--- config.mk ---
export PLATFORM = sky130hd
export DESIGN_NAME = fifo_ctrl
export DESIGN_NICKNAME = d
export VERILOG_FILES = /design/src/rtl/fifo_ctrl.sv
export SDC_FILE = /design/constraint.sdc
export NUM_CORES = 1
export LEC_CHECK = 0
export ABC_AREA = 1
export BUFFER_PORTS_ARGS = -buffer_cell sky130_fd_sc_hd__buf_4
export CAP_MARGIN = 15
export CORE_MARGIN = 2
export CORE_UTILIZATION = 55
export CTS_CLUSTER_DIAMETER = 80
export CTS_CLUSTER_SIZE = 24
export DETAILED_ROUTE_END_ITERATION = 12
export PLACE_DENSITY = 0.89
export SLEW_MARGIN = 20
export SYNTH_ARGS = -nofsm -noshare
export SYNTH_HDL_FRONTEND = slang
export SYNTH_SLANG_ARGS = --single-unit
export TNS_END_PERCENT = 5
--- constraint.sdc ---
create_clock -name clk -period 3.3 [get_ports clk]
set_input_delay 0.165 -clock clk [delete_from_list [all_inputs] [get_ports clk]]
set_output_delay 0.165 -clock clk [all_outputs]
set_load 0.05 [all_outputs]
--- src/rtl/fifo_ctrl.sv ---
// ---------------------------------------------------------------------------
// fifo_ctrl -- pointer/flag controller for a 2**ADDR_WIDTH entry FIFO built
// around an external single-port-write / async-read 8-bit RAM of the same
// address width. The controller never touches data; it only steers the RAM
// write strobe and both addresses, and tracks occupancy.
//
// Parameters
//   ADDR_WIDTH  RAM address width; FIFO depth is 2**ADDR_WIDTH entries.
//
// Ports
//   clk        in   sole clock, all state updates on the rising edge
//   reset      in   synchronous, active-high reset
//   wr         in   push request from the producer
//   rd         in   pop request from the consumer
//   wr_en      out  RAM write strobe (combinational, equals accepted push)
//   w_addr     out  write pointer, drives RAM write address
//   r_addr     out  read pointer, drives RAM read address; RAM read data is
//                   the head entry whenever empty is low
//   full       out  FIFO holds 2**ADDR_WIDTH entries (registered)
//   empty      out  FIFO holds no entries (registered)
//   count      out  number of stored entries, 0..2**ADDR_WIDTH (registered)
//   overflow   out  sticky: push attempted while full without a pop
//   underflow  out  sticky: pop attempted while empty without a push
//
// Build option
//   FIFO_CTRL_ERR_EN  when defined, adds the overflow/underflow ports and
//                     their sticky error logic; when undefined they are
//                     absent and all other behaviour is identical.
// ---------------------------------------------------------------------------
module fifo_ctrl #(
  parameter int ADDR_WIDTH = 3
) (
  input  logic                  clk,
  input  logic                  reset,
  input  logic                  wr,
  input  logic                  rd,
  output logic                  wr_en,
  output logic [ADDR_WIDTH-1:0] w_addr,
  output logic [ADDR_WIDTH-1:0] r_addr,
  output logic                  full,
  output logic                  empty,
  output logic [ADDR_WIDTH:0]   count
`ifdef FIFO_CTRL_ERR_EN
  ,
  output logic                  overflow,
  output logic                  underflow
`endif
);

  localparam int                  DEPTH      = 2 ** ADDR_WIDTH;
  localparam logic [ADDR_WIDTH-1:0] PTR_ONE  = 1;
  localparam logic [ADDR_WIDTH:0]   CNT_ONE  = 1;
  localparam logic [ADDR_WIDTH:0]   CNT_FULL = (ADDR_WIDTH + 1)'(DEPTH);

  // Accepted transfers. A push while full is only legal when a pop frees the
  // head slot in the same cycle (RAM reads the old head, then the new data
  // lands in that slot at the edge). Reset blocks both so wr_en stays low.
  logic push;
  logic pop;

  assign push  = wr & (~full | rd) & ~reset;
  assign pop   = rd & ~empty & ~reset;
  assign wr_en = push;

  // Next-state values.
  logic [ADDR_WIDTH-1:0] w_addr_next;
  logic [ADDR_WIDTH-1:0] r_addr_next;
  logic [ADDR_WIDTH:0]   count_next;
  logic                  full_next;
  logic                  empty_next;

  always_comb begin
    // NOTE: every variable gets a default first so no path leaves it
    // unassigned; otherwise synthesis infers a latch.
    w_addr_next = w_addr;
    r_addr_next = r_addr;
    count_next  = count;
    full_next   = full;
    empty_next  = empty;

    // Pointers wrap naturally at 2**ADDR_WIDTH through truncation.
    if (push) w_addr_next = w_addr + PTR_ONE;
    if (pop)  r_addr_next = r_addr + PTR_ONE;

    unique case ({push, pop})
      2'b10: begin
        count_next = count + CNT_ONE;
        empty_next = 1'b0;
        // Write pointer catching up with the read pointer means full.
        full_next  = (w_addr_next == r_addr);
      end
      2'b01: begin
        count_next = count - CNT_ONE;
        full_next  = 1'b0;
        // Read pointer catching up with the write pointer means empty.
        empty_next = (r_addr_next == w_addr);
      end
      // Simultaneous push and pop (including the full case) leaves the
      // occupancy and flags untouched; no transfer changes nothing.
      default: ;
    endcase
  end

  // Flags and occupancy are registered straight from the next-state logic,
  // so there is no combinational path from wr/rd to full, empty or count.
  always_ff @(posedge clk) begin
    // NOTE: sequential state uses non-blocking assignments so every register
    // samples the pre-edge values, independent of statement order.
    if (reset) begin
      w_addr <= '0;
      r_addr <= '0;
      count  <= '0;
      full   <= 1'b0;
      empty  <= 1'b1;
    end else begin
      w_addr <= w_addr_next;
      r_addr <= r_addr_next;
      count  <= count_next;
      full   <= full_next;
      empty  <= empty_next;
    end
  end

`ifdef FIFO_CTRL_ERR_EN
  // Sticky error flags. A pop while empty that is paired with a push is a
  // plain write, not an underflow; a push while full paired with a pop is a
  // legal replace, not an overflow. The RAM itself is never cleared: reset
  // only discards contents logically by resetting the pointers.
  logic overflow_set;
  logic underflow_set;

  assign overflow_set  = wr & full  & ~rd;
  assign underflow_set = rd & empty & ~wr;

  always_ff @(posedge clk) begin
    if (reset) begin
      overflow  <= 1'b0;
      underflow <= 1'b0;
    end else begin
      overflow  <= overflow  | overflow_set;
      underflow <= underflow | underflow_set;
    end
  end
`endif

  // Structural invariants of the pointer/occupancy bookkeeping.
  a_flags_exclusive : assert property (
    @(posedge clk) disable iff (reset) !(full && empty));

  a_count_matches_ptrs : assert property (
    @(posedge clk) disable iff (reset)
      full ? (count == CNT_FULL)
           : (count == {1'b0, (w_addr - r_addr)}));

  a_empty_means_zero : assert property (
    @(posedge clk) disable iff (reset) empty == (count == '0));

  a_no_write_in_reset : assert property (
    @(posedge clk) reset |-> !wr_en);

endmodule

-- Yosys cells after proc, flatten, opt, wreduce, memory -nomap -nowiden
Cells that the tools add are included.
- word-level logic and storage cells: 27
- register bits after elaboration: 12
- bits of input ports: 4
- equal/unequal tests: 4
- add/sub/neg operators: 4
- reduce and logical (&&, ||, !) cells: 1
- bitwise logic cells: 8
- mux-type cells: 5
- operators by type and width (kind ; count):
    $pmux W4 S2 ; 1
    $add A3 B1 Y3 const B ; 2
    $eq A3 B3 Y1 ; 2
    $mux W3 ; 2
    $add A4 B1 Y4 const B ; 1
    $and A1 B1 Y1 ; 4
    $pmux W1 S2 ; 2
    $sub A4 B1 Y4 const B ; 1
    $not A1 Y1 ; 3
    $eq A2 B1 Y1 const B ; 1
    $eq A2 B2 Y1 const B ; 1
    $reduce_bool A2 Y1 ; 1
    $or A1 B1 Y1 ; 1

-- Longest topological paths before layout
Gate-level depths: netlist of run 1.
- word-level depth: 7
- depth in mapped cells: 13

-- Worst setup path after synthesis of run 1
Ideal clock, no wire load.
- path type: register -> register
- start: register full
- end: register count[2]
- cell stages (with the launch flop): 11
- slack: 1.228 ns
- required time: 3.187 ns
- data arrival time: 1.959 ns
- cell sequence: dfxtp_1 > nand2_1 > nand2_2 > ha_1 > clkbuf_2 > xor2_1 > ha_1 > o21bai_1 > nor2_1 > o21ai_1 > inv_1
- longest elaborated chain between the ends: 6
- ends and longest elaborated chain (item ; RTL line ; RTL):
    start: declaration ; 40 ; output logic full,
    start signal: assignment ; 119 ; full <= full_next;
    $not A1 Y1 (*) ; 61 ; assign push = wr & (~full | rd) & ~reset;
    $or A1 B1 Y1 (*) ; 61 ;
    $and A1 B1 Y1 (*) (2 in a row) ; 61 ;
    $eq A2 B1 Y1 or $eq A2 B2 Y1 (tied branches) ; 85 ; unique case ({push, pop})
    $pmux W4 S2 or $reduce_bool A2 Y1 (tied branches) ; n/a ;
    end signal: assignment ; 118 ; count <= count_next;
    end: declaration ; 42 ; output logic [ADDR_WIDTH:0] count
Every way passes the cells marked *; elsewhere a longest branch is shown, timed or not.
A chain may end at the register's enable or synchronous reset.

-- Worst setup path after layout of run 1
Same ends and word-level chain as after synthesis.

==> impl_metrics.env, run 1 <==
export IMPL_hold_buffers=0
export IMPL_hold_violations=0
export IMPL_dr_first_iter_drc_count=20
export IMPL_skew_ns=0.00165
export IMPL_dp_hpwl_mm=1.28
export IMPL_grt_pass1_vias=579
export IMPL_syn_inst=113
export IMPL_ff_latch_area_sq_um=240
export IMPL_slew_headroom_pct=81.4
export IMPL_antenna_left=0
export IMPL_p_leak_nw=0.466
export IMPL_cp_start_kind="register"
export IMPL_synth_distinct_cells=21
export IMPL_cp_arrival_ns=1.99
export IMPL_via_count=753
export IMPL_synth_warnings=0
export IMPL_finalSetupViolCount=0
export IMPL_fmax_mhz=548
export IMPL_avgSynthCellArea_sq_um=6.77
export IMPL_drc=0
export IMPL_path_clk_slew_ns=0.07
export IMPL_htree_levels=1
export IMPL_dr_pass1_iters=4
export IMPL_cts_buffers_inserted=3
export IMPL_grt_pass1_wl_mm=2.38
export IMPL_io_pins=17
export IMPL_clock_latency_ns=0.27
export IMPL_tns_ns=0
export IMPL_period_share_pct=55.2
export IMPL_vias_per_cell=5.19
export IMPL_cp_required_ns=3.47
export IMPL_synth_seq_cells=12
export IMPL_io_buffers=16
export IMPL_ys_seq_area_share_pct=31.4
export IMPL_status="finished, final reports clean"
export IMPL_track_usage_pct=21.4
export IMPL_hp_class="in2reg"
export IMPL_post_cts_buffers=0
export IMPL_wirelength_mm=1.59
export IMPL_worst_slew_pin_transition_ns=0.276
export IMPL_p_per_area_mw_per_mm2=410
export IMPL_start_util_pct=58.7
export IMPL_place_area_sq_um=887
export IMPL_grt_max_degree=13
export IMPL_fill_cells=116
export IMPL_maxSlewViolCount=0
export IMPL_n_antenna_cell=0
export IMPL_final_design_area_no_fill_sq_um=910
export IMPL_gp_congestion=0.913
export IMPL_antenna_found_initial=0
export IMPL_layout_drive_gt1_share_pct=17.7
export IMPL_post_cts_resize_count=0
export IMPL_die_w_um=41.3
export IMPL_die_y_um=41.3
export IMPL_peakVddDrop_mv=0.322
export IMPL_max_cap_viol_count=0
export IMPL_crit_type="reg2reg"
export IMPL_cts_tree="built"
export IMPL_crit_fanout=7
export IMPL_multi_input_area_sq_um=444
export IMPL_synthesis_area_sq_um=764
export IMPL_fin_util_pct=69.9
export IMPL_cts_root_buf="clkbuf_4"
export IMPL_synth_nets=121
export IMPL_rsz0062_at_grt="false"
export IMPL_row_count=13
export IMPL_grt_ovfl_total=0
export IMPL_cts_sinks=12
export IMPL_area_growth_syn_to_layout_pct=19.0
export IMPL_core_sq_mm=0.00130
export IMPL_endpoint_kind="register"
export IMPL_clockBufferDepth=2
export IMPL_final_min_clock_period_ns=1.82
export IMPL_nNetsFinal=140
export IMPL_die_area_sq_mm=0.00170
export IMPL_avgRoutedWirePerCell_um=11.0
routing by layer:
metal  vias up  track usage (%)  routed length [um]
met4         0             9.68                  40
met3         9             3.26                  78
met1       326             25.0                 683
li1        395                -                   -
met5         -                0                   0
met2        23             37.9                 789
cell usage after synthesis:
library cell | number | share of area (%)
ha_1 | 4 | 6.5
a21oi_1 | 7 | 4.6
nand2_1 | 28 | 14
inv_2 | 1 | 0.49
o21ai_1 | 2 | 1.3
dfxtp_1 | 12 | 31
nor2_1 | 12 | 5.9
o211ai_1 | 1 | 0.98
xnor2_1 | 3 | 3.4
xor2_1 | 5 | 5.7
nor2_2 | 1 | 0.82
buf_6 | 1 | 1.5
nand3b_1 | 1 | 0.98
o21bai_1 | 1 | 0.98
nor3_4 | 1 | 2.1
nand2_2 | 1 | 0.82
nand3_1 | 11 | 7.2
o21a_1 | 1 | 0.98
inv_1 | 16 | 7.9
o21ai_0 | 3 | 2.0
clkbuf_2 | 1 | 0.65
per-stage QoR:
step	setup WS [ns]	power, W	instances	hold slack [ns]
after floorplan	1.23	0.000258	113	0.338
after global placement	1.53	0.000286	142	0.447
after detailed placement	1.42	0.000289	142	0.456
after CTS	1.48	0.000376	145	0.168
after global routing	1.31	0.000392	145	0.174
final	1.48	0.000373	145	0.168
sequential cells by signal, indices dropped and copies added, names as in the netlist:
| signal | flops |
|---|---|
| count | 4 |
| empty | 1 |
| full | 1 |
| r_addr | 3 |
| w_addr | 3 |
kinds of logic after synthesis:
logic type               count (synthesis)  share of synthesized area, %
AO/OA/AOI/OAI                           15                          10.8
XOR/XNOR                                 8                          9.17
adder cells (fa/ha/maj)                  4                          6.55
buffers and inverters                   19                          10.5
flip-flops                              12                          31.4
AND/OR/NAND/NOR                         55                          31.6
worst max-delay path: stages, from the launching register on:
cell and delay [ns]:
dfxtp_1 0.34, nand2_1 0.11, nand2_2 0.16, ha_1 0.30, xor2_1 0.26, ha_1 0.19
o21bai_1 0.12, nor2_1 0.06, o21ai_1 0.13, inv_1 0.04
power by group:
| part | internal [W] | switching, W |
|---|---|---|
| Combinational | 0.0000387 | 0.0000805 |
| Clock | 0.0000422 | 0.0000440 |
| Sequential | 0.000155 | 0.0000124 |
layout make-up:
type	count	share of cell area, %
Timing Repair Buffer	16	13.2
Tap cell	15	2.06
Sequential cell	12	26.4
Multi-Input combinational cell	82	48.8
Clock buffer	3	2.48
Inverter	17	7.02
layout by cell type (no fill, tap or decap):
| cell type | count |
|---|---|
| ha_1 | 4 |
| nor3_4 | 1 |
| buf_4 | 16 |
| nand3b_1 | 1 |
| o21ai_0 | 3 |
| nor2_2 | 1 |
| o21ai_1 | 2 |
| o211ai_1 | 1 |
| o21bai_1 | 1 |
| inv_2 | 1 |
| xnor2_1 | 3 |
| nand2_2 | 1 |
| clkbuf_4 | 3 |
| nand3_1 | 11 |
| nand2_1 | 28 |
| a21oi_1 | 7 |
| xor2_1 | 5 |
| o21a_1 | 1 |
| nor2_1 | 12 |
| inv_1 | 16 |
| dfxtp_1 | 12 |
worst paths after layout:
| path | from | endpoint | slack [ns] | depth (start not counted) |
|---|---|---|---|---|
| max | full | count[2] | 1.48 | 9 |
| min | reset | r_addr[1] | 0.17 | 2 |
| max reg2reg | full | count[2] | 1.48 | 9 |
| min reg2reg | full | full | 0.48 | 2 |
Power figures use the tool's default switching activity.
==> run 2: changes to the inputs <==
--- a/config.mk
+++ b/config.mk
@@ -5,15 +5,15 @@
 export SDC_FILE = /design/constraint.sdc
 export NUM_CORES = 1
 export LEC_CHECK = 0
-export ABC_AREA = 1
+export ABC_AREA = 0
 export BUFFER_PORTS_ARGS = -buffer_cell sky130_fd_sc_hd__buf_4
 export CAP_MARGIN = 15
 export CORE_MARGIN = 2
-export CORE_UTILIZATION = 55
+export CORE_UTILIZATION = 47
 export CTS_CLUSTER_DIAMETER = 80
 export CTS_CLUSTER_SIZE = 24
 export DETAILED_ROUTE_END_ITERATION = 12
-export PLACE_DENSITY = 0.89
+export PLACE_DENSITY = 0.81
 export SLEW_MARGIN = 20
 export SYNTH_ARGS = -nofsm -noshare
 export SYNTH_HDL_FRONTEND = slang
==> constraint.sdc (replaced) <==
create_clock -name clk -period 1.6 [get_ports clk]
set_input_delay 0.08 -clock clk [delete_from_list [all_inputs] [get_ports clk]]
set_output_delay 0.08 -clock clk [all_outputs]
set_load 0.05 [all_outputs]
==> impl_metrics.env, run 2 <==
export IMPL_p_per_area_mw_per_mm2=774
export IMPL_yosysTopAreaCellShare_pct=29.8
export IMPL_peakVddDrop_mv=0.619
export IMPL_cp_required_ns=1.83
export IMPL_hp_class="in2reg"
export IMPL_cts_buffers_inserted=3
export IMPL_synth_area_leaders="dfxtp_1, xor2_1, ha_1, nor2_1, xnor2_1"
export IMPL_grt_max_degree=16
export IMPL_synth_warnings=0
export IMPL_r2r_start="full"
export IMPL_grt_ovfl_total=0
export IMPL_p_leak_nw=0.534
export IMPL_largest_register="count"
export IMPL_hold_start="reset"
export IMPL_yosys_top_cells_count="dfxtp_1, nor2_1, xor2_1"
export IMPL_crit_fanout=4
export IMPL_nNetsFinal=139
export IMPL_io_buffers=16
export IMPL_cts_tree="built"
export IMPL_whs_ns=0.279
export IMPL_die_w_um=45.4
export IMPL_fin_util_pct=75.1
export IMPL_endpoint_kind="register"
export IMPL_fill_cells=113
export IMPL_dpl_cell_count=140
export IMPL_avgRoutedWirePerCell_um=16.1
export IMPL_dr_pass1_iters=4
export IMPL_yosys_most_used_dff="dfxtp_1"
export IMPL_dp_hpwl_mm=1.56
export IMPL_path_clk_slew_ns=0.09
export IMPL_finalWorstSetupSlack_ns=-0.302
export IMPL_synth_nets=102
export IMPL_via_count=856
export IMPL_row_count=14
export IMPL_die_area_sq_mm=0.00206
export IMPL_htree_levels=1
export IMPL_rsz0062_at_grt="true"
export IMPL_final_min_clock_period_ns=1.90
export IMPL_start_util_pct=51.8
export IMPL_clockBufferDepth=2
export IMPL_wirelength_mm=2.35
export IMPL_violations="negative setup slack"
export IMPL_dr_first_iter_drc_count=21
export IMPL_track_usage_pct=25.0
export IMPL_yosysTopAreaCell="dfxtp_1"
export IMPL_area_growth_syn_to_layout_pct=45.1
export IMPL_maxSlewViolCount=0
export IMPL_grt_pass1_wl_mm=3.65
export IMPL_n_antenna_cell=0
export IMPL_crit_type="reg2reg"
export IMPL_io_pins=17
export IMPL_synthesis_area_sq_um=807
export IMPL_syn_inst=94
export IMPL_grt_pass1_vias=819
export IMPL_skew_ns=0.00641
export IMPL_cts_root_buf="clkbuf_4"
export IMPL_avgSynthCellArea_sq_um=8.59
export IMPL_clock_latency_ns=0.28
export IMPL_finalSetupViolCount=2
export IMPL_ff_latch_area_sq_um=245
export IMPL_cp_arrival_ns=2.13
export IMPL_reg2reg_depth=8
export IMPL_period_share_pct=119
export IMPL_worst_slew_pin_transition_ns=0.433
export IMPL_fmax_mhz=526
export IMPL_layout_commonest_cell="buf_4"
export IMPL_min_to="count[2]"
export IMPL_vias_per_cell=5.86
export IMPL_layout_drive_gt1_share_pct=43.1
export IMPL_gp_congestion=0.785
export IMPL_synth_seq_cells=12
export IMPL_antenna_left=0
export IMPL_hold_buffers=0
export IMPL_hold_violations=0
export IMPL_holdPathStages=4
export IMPL_r2r_end="count[2]"
export IMPL_antenna_found_initial=0
export IMPL_layout_common_cells="buf_4, nor2_1, dfxtp_1"
export IMPL_drc=0
export IMPL_largest_reg_flops=4
export IMPL_reg_largest_list="count (4), r_addr (3), w_addr (3)"
export IMPL_slew_headroom_pct=71.1
export IMPL_core_sq_mm=0.00156
export IMPL_multi_input_area_sq_um=566
export IMPL_async_flop_share_pct=0
export IMPL_status="finished, violations left"
export IMPL_synth_edff_count=0
export IMPL_cp_start_kind="register"
export IMPL_r2r_slack_ns=-0.30
export IMPL_ys_seq_area_share_pct=29.8
export IMPL_max_cap_viol_count=0
export IMPL_synth_distinct_cells=39
export IMPL_cts_sinks=12
export IMPL_fin_cells=146
export IMPL_die_y_um=45.4
## run 2: changes by cell type in the layout (fill, tap and decap cells not counted), moves of 3 or more
| cell | delta |
|---|---|
| inv_1 | -12 |
| nand3_1 | -7 |
| a21oi_1 | -4 |
| nor3b_1 | +3 |
| nand2_1 | -24 |
| buf_4 | +19 |
## run 2: final cells by class
type                    count  area share (%)
well taps                  16            1.71
multi-input cells          73            48.3
clock buffers               4            3.10
flip-flops and latches     12            20.9
repair buffers             36            24.1
inverters                   5            1.82
## run 2: worst max path at each step
| stage | slack (ns) | endpoint | start |
|---|---|---|---|
| floorplan | -0.61 | count[2] | full |
| global placement | -0.24 | count[2] | full |
| detailed placement | -0.34 | count[2] | full |
| CTS | -0.28 | count[2] | full |
| global route | -0.36 | count[2] | full |
| finish | -0.30 | count[2] | full |
## run 2: what timing repair did
item | CTS | global route
gates resized for setup | 5 | 3
endpoints found under the setup margin | 4 | 4
pin swaps | 4 | 2
setup buffers | 2 | 0
## run 2: logic make-up (layout without fill, tap and decap cells)
kind of cell	after synthesis	count (layout)	synth area share, %
compound gates	17	17	14.9
xor+xnor	11	11	11.9
buf+inv	9	45	7.29
fa+ha+maj	4	4	6.20
simple gates	39	39	27.4
flops	12	12	29.8
mux	2	2	2.48
## run 2: critical path, stage by stage, from the launching register on
cell      delay [ns]
dfxtp_4         0.36
nand2b_4        0.07
and2_4          0.16
inv_4           0.04
ha_4            0.24
or4b_4          0.48
o32a_1          0.20
a31o_1          0.19
a21oi_2         0.10
## run 2: per-layer routing
metal,global-route usage [%],wire [um]
met5,0,0
met4,5.88,27
met2,45.4,1180
met3,6.35,195
met1,29.0,949
## run 2: per-stage QoR
step | setup slack [ns] | setup TNS [ns] | total power [W] | area [sq um]
floorplan | -0.610 | -1.25 | 0.000533 | 843
global placement | -0.240 | -0.255 | 0.000616 | 1080
detailed placement | -0.338 | -0.454 | 0.000629 | 1080
CTS | -0.281 | -0.314 | 0.000890 | 1150
global route | -0.361 | -0.530 | 0.000941 | 1170
finish | -0.302 | -0.365 | 0.000906 | 1170
## run 2: power breakdown
group	internal, W	switching (W)
Sequential	0.000318	0.0000237
Clock	0.000139	0.000118
Combinational	0.000132	0.000176
Total	0.000589	0.000317
==> run 3: changes to the inputs <==
--- a/config.mk
+++ b/config.mk
@@ -14,6 +14,7 @@
 export CTS_CLUSTER_SIZE = 24
 export DETAILED_ROUTE_END_ITERATION = 12
 export PLACE_DENSITY = 0.81
+export SETUP_SLACK_MARGIN = 0.2
 export SLEW_MARGIN = 20
 export SYNTH_ARGS = -nofsm -noshare
 export SYNTH_HDL_FRONTEND = slang
==> impl_metrics.env, run 3 (same netlist as run 2, synthesis figures left out) <==
export IMPL_final_min_clock_period_ns=1.90
export IMPL_grt_pass1_vias=834
export IMPL_switchingPower_w=0.000317
export IMPL_cp_required_ns=1.83
export IMPL_wirelength_mm=2.33
export IMPL_r2r_slack_ns=-0.30
export IMPL_slew_headroom_pct=71.1
export IMPL_antenna_found_initial=0
export IMPL_cts_tree="built"
export IMPL_area_growth_syn_to_layout_pct=46.5
export IMPL_switching_share_pct=34.9
export IMPL_hp_class="in2reg"
export IMPL_vias_per_cell=5.79
export IMPL_fin_util_pct=75.8
export IMPL_io_pins=17
export IMPL_cts_buffers_inserted=3
export IMPL_maxSlewViolCount=0
export IMPL_fill_cells=108
export IMPL_grt_pass1_wl_mm=3.69
export IMPL_layout_drive_gt1_share_pct=43.8
export IMPL_worst_path_largest_cell_delay_ns=0.39
export IMPL_reg_largest_list="count (4), r_addr (3), w_addr (3)"
export IMPL_grt_ovfl_total=0
export IMPL_p_int_w=0.000591
export IMPL_hold_violations=0
export IMPL_finalWorstSetupSlack_ns=-0.300
export IMPL_pwr_share_clk_pct=28.1
export IMPL_track_usage_pct=25.5
export IMPL_gp_congestion=0.785
export IMPL_dp_hpwl_mm=1.56
export IMPL_rsz0062_at_grt="true"
export IMPL_combPwrFrac_pct=34.2
export IMPL_tns_ns=-0.348
export IMPL_worst_slew_pin_transition_ns=0.433
export IMPL_peakVddDrop_mv=0.620
export IMPL_drc=0
export IMPL_clock_latency_ns=0.29
export IMPL_hold_buffers=0
export IMPL_via_count=845
export IMPL_power_w=0.000908
export IMPL_die_y_um=45.4
export IMPL_cp_start_kind="register"
export IMPL_cts_root_buf="clkbuf_4"
export IMPL_violations="negative setup slack"
export IMPL_layout_commonest_cell="buf_4"
export IMPL_nNetsFinal=139
export IMPL_cp_arrival_ns=2.13
export IMPL_htree_levels=1
export IMPL_die_area_sq_mm=0.00206
export IMPL_finalSetupViolCount=2
export IMPL_dr_pass1_iters=4
export IMPL_path_buf_inv=1
export IMPL_period_share_pct=119
export IMPL_crit_family="simple AND/OR/NAND/NOR gates"
export IMPL_p_per_area_mw_per_mm2=768
export IMPL_place_ws_ns=-0.338
export IMPL_start_util_pct=51.8
export IMPL_die_w_um=45.4
export IMPL_path_clk_slew_ns=0.09
export IMPL_largest_register="count"
export IMPL_cp_slowest_cell="or3_4"
export IMPL_antenna_left=0
export IMPL_dr_first_iter_drc_count=28
export IMPL_cts_sinks=12
export IMPL_crit_fanout=4
export IMPL_io_buffers=16
export IMPL_grt_max_degree=16
export IMPL_endpoint_kind="register"
export IMPL_seqPwrFrac_pct=37.7
export IMPL_avgRoutedWirePerCell_um=16.0
export IMPL_skew_ns=0.00694
export IMPL_status="finished, violations left"
export IMPL_largest_reg_flops=4
export IMPL_n_antenna_cell=0
export IMPL_max_cap_viol_count=0
export IMPL_p_leak_nw=0.536
export IMPL_row_count=14
export IMPL_fmax_mhz=526
export IMPL_layout_common_cells="buf_4, nor2_1, dfxtp_1"
export IMPL_crit_type="reg2reg"
export IMPL_clockBufferDepth=2
export IMPL_crit_chain="nand2b_4 > and2_4 > inv_4 > ha_4 > xor2_1 > ha_2 > or3_4 > a31o_1 > a21oi_2"
export IMPL_core_sq_mm=0.00156
run 3: cell types whose count changed in the layout (fill, tap and decap cells not counted):
cell	delta
buf_6	+1
xor2_1	-1
xor2_2	+1
buf_4	-1
run 3: worst paths after layout:
| kind | from | end | depth (start not counted) |
|---|---|---|---|
| min reg2reg | count[2] | count[2] | 2 |
| max | full | count[2] | 9 |
| min | reset | count[2] | 4 |
| max reg2reg | full | count[2] | 9 |
run 3: timing repair:
action	CTS	global route
pin swaps	6	4
gates resized for setup	6	4
buffers inserted	2	0
setup endpoints to repair	6	7
run 3: area by class of cell:
type,count,area (sq um),area share [%]
Tap cell,16,20.0,1.69
Timing Repair Buffer,36,287,24.2
Inverter,5,21.3,1.80
Clock buffer,4,36.3,3.07
Multi-Input combinational cell,73,573,48.5
Sequential cell,12,245,20.7
run 3: metal layers:
layer / vias to the layer above / track usage [%] / wire, um
li1: 405 / - / -
met1: 402 / 28.8 / 953
met2: 32 / 45.9 / 1190
met3: 6 / 6.35 / 154
met4: 0 / 8.24 / 33
met5: - / 0 / 0
run 3: power by group through the flow:
stage / Clock [W] / Sequential (W) / Combinational (W)
3_5_place_dp: 0 / 0.000346 / 0.000283
3_3_place_gp: 0 / 0.000343 / 0.000273
5_1_grt: 0.000273 / 0.000345 / 0.000328
6_report: 0.000255 / 0.000342 / 0.000311
4_1_cts: 0.000255 / 0.000340 / 0.000298
2_1_floorplan: 0 / 0.000412 / 0.000121
run 3: worst register-to-register path, cell delays in order (launching register included):
cell	delay [ns]
dfxtp_4	0.36
nand2b_4	0.07
and2_4	0.16
inv_4	0.04
ha_4	0.17
xor2_1	0.14
ha_2	0.20
or3_4	0.39
a31o_1	0.22
a21oi_2	0.10
run 3: per-stage QoR:
stage | hold WS, ns | std cells | instance area (sq um)
after floorplan | 0.280 | 94 | 843
after global placement | 0.529 | 140 | 1080
after detailed placement | 0.557 | 140 | 1080
after CTS | 0.273 | 146 | 1160
after global routing | 0.304 | 146 | 1180
final | 0.284 | 146 | 1180
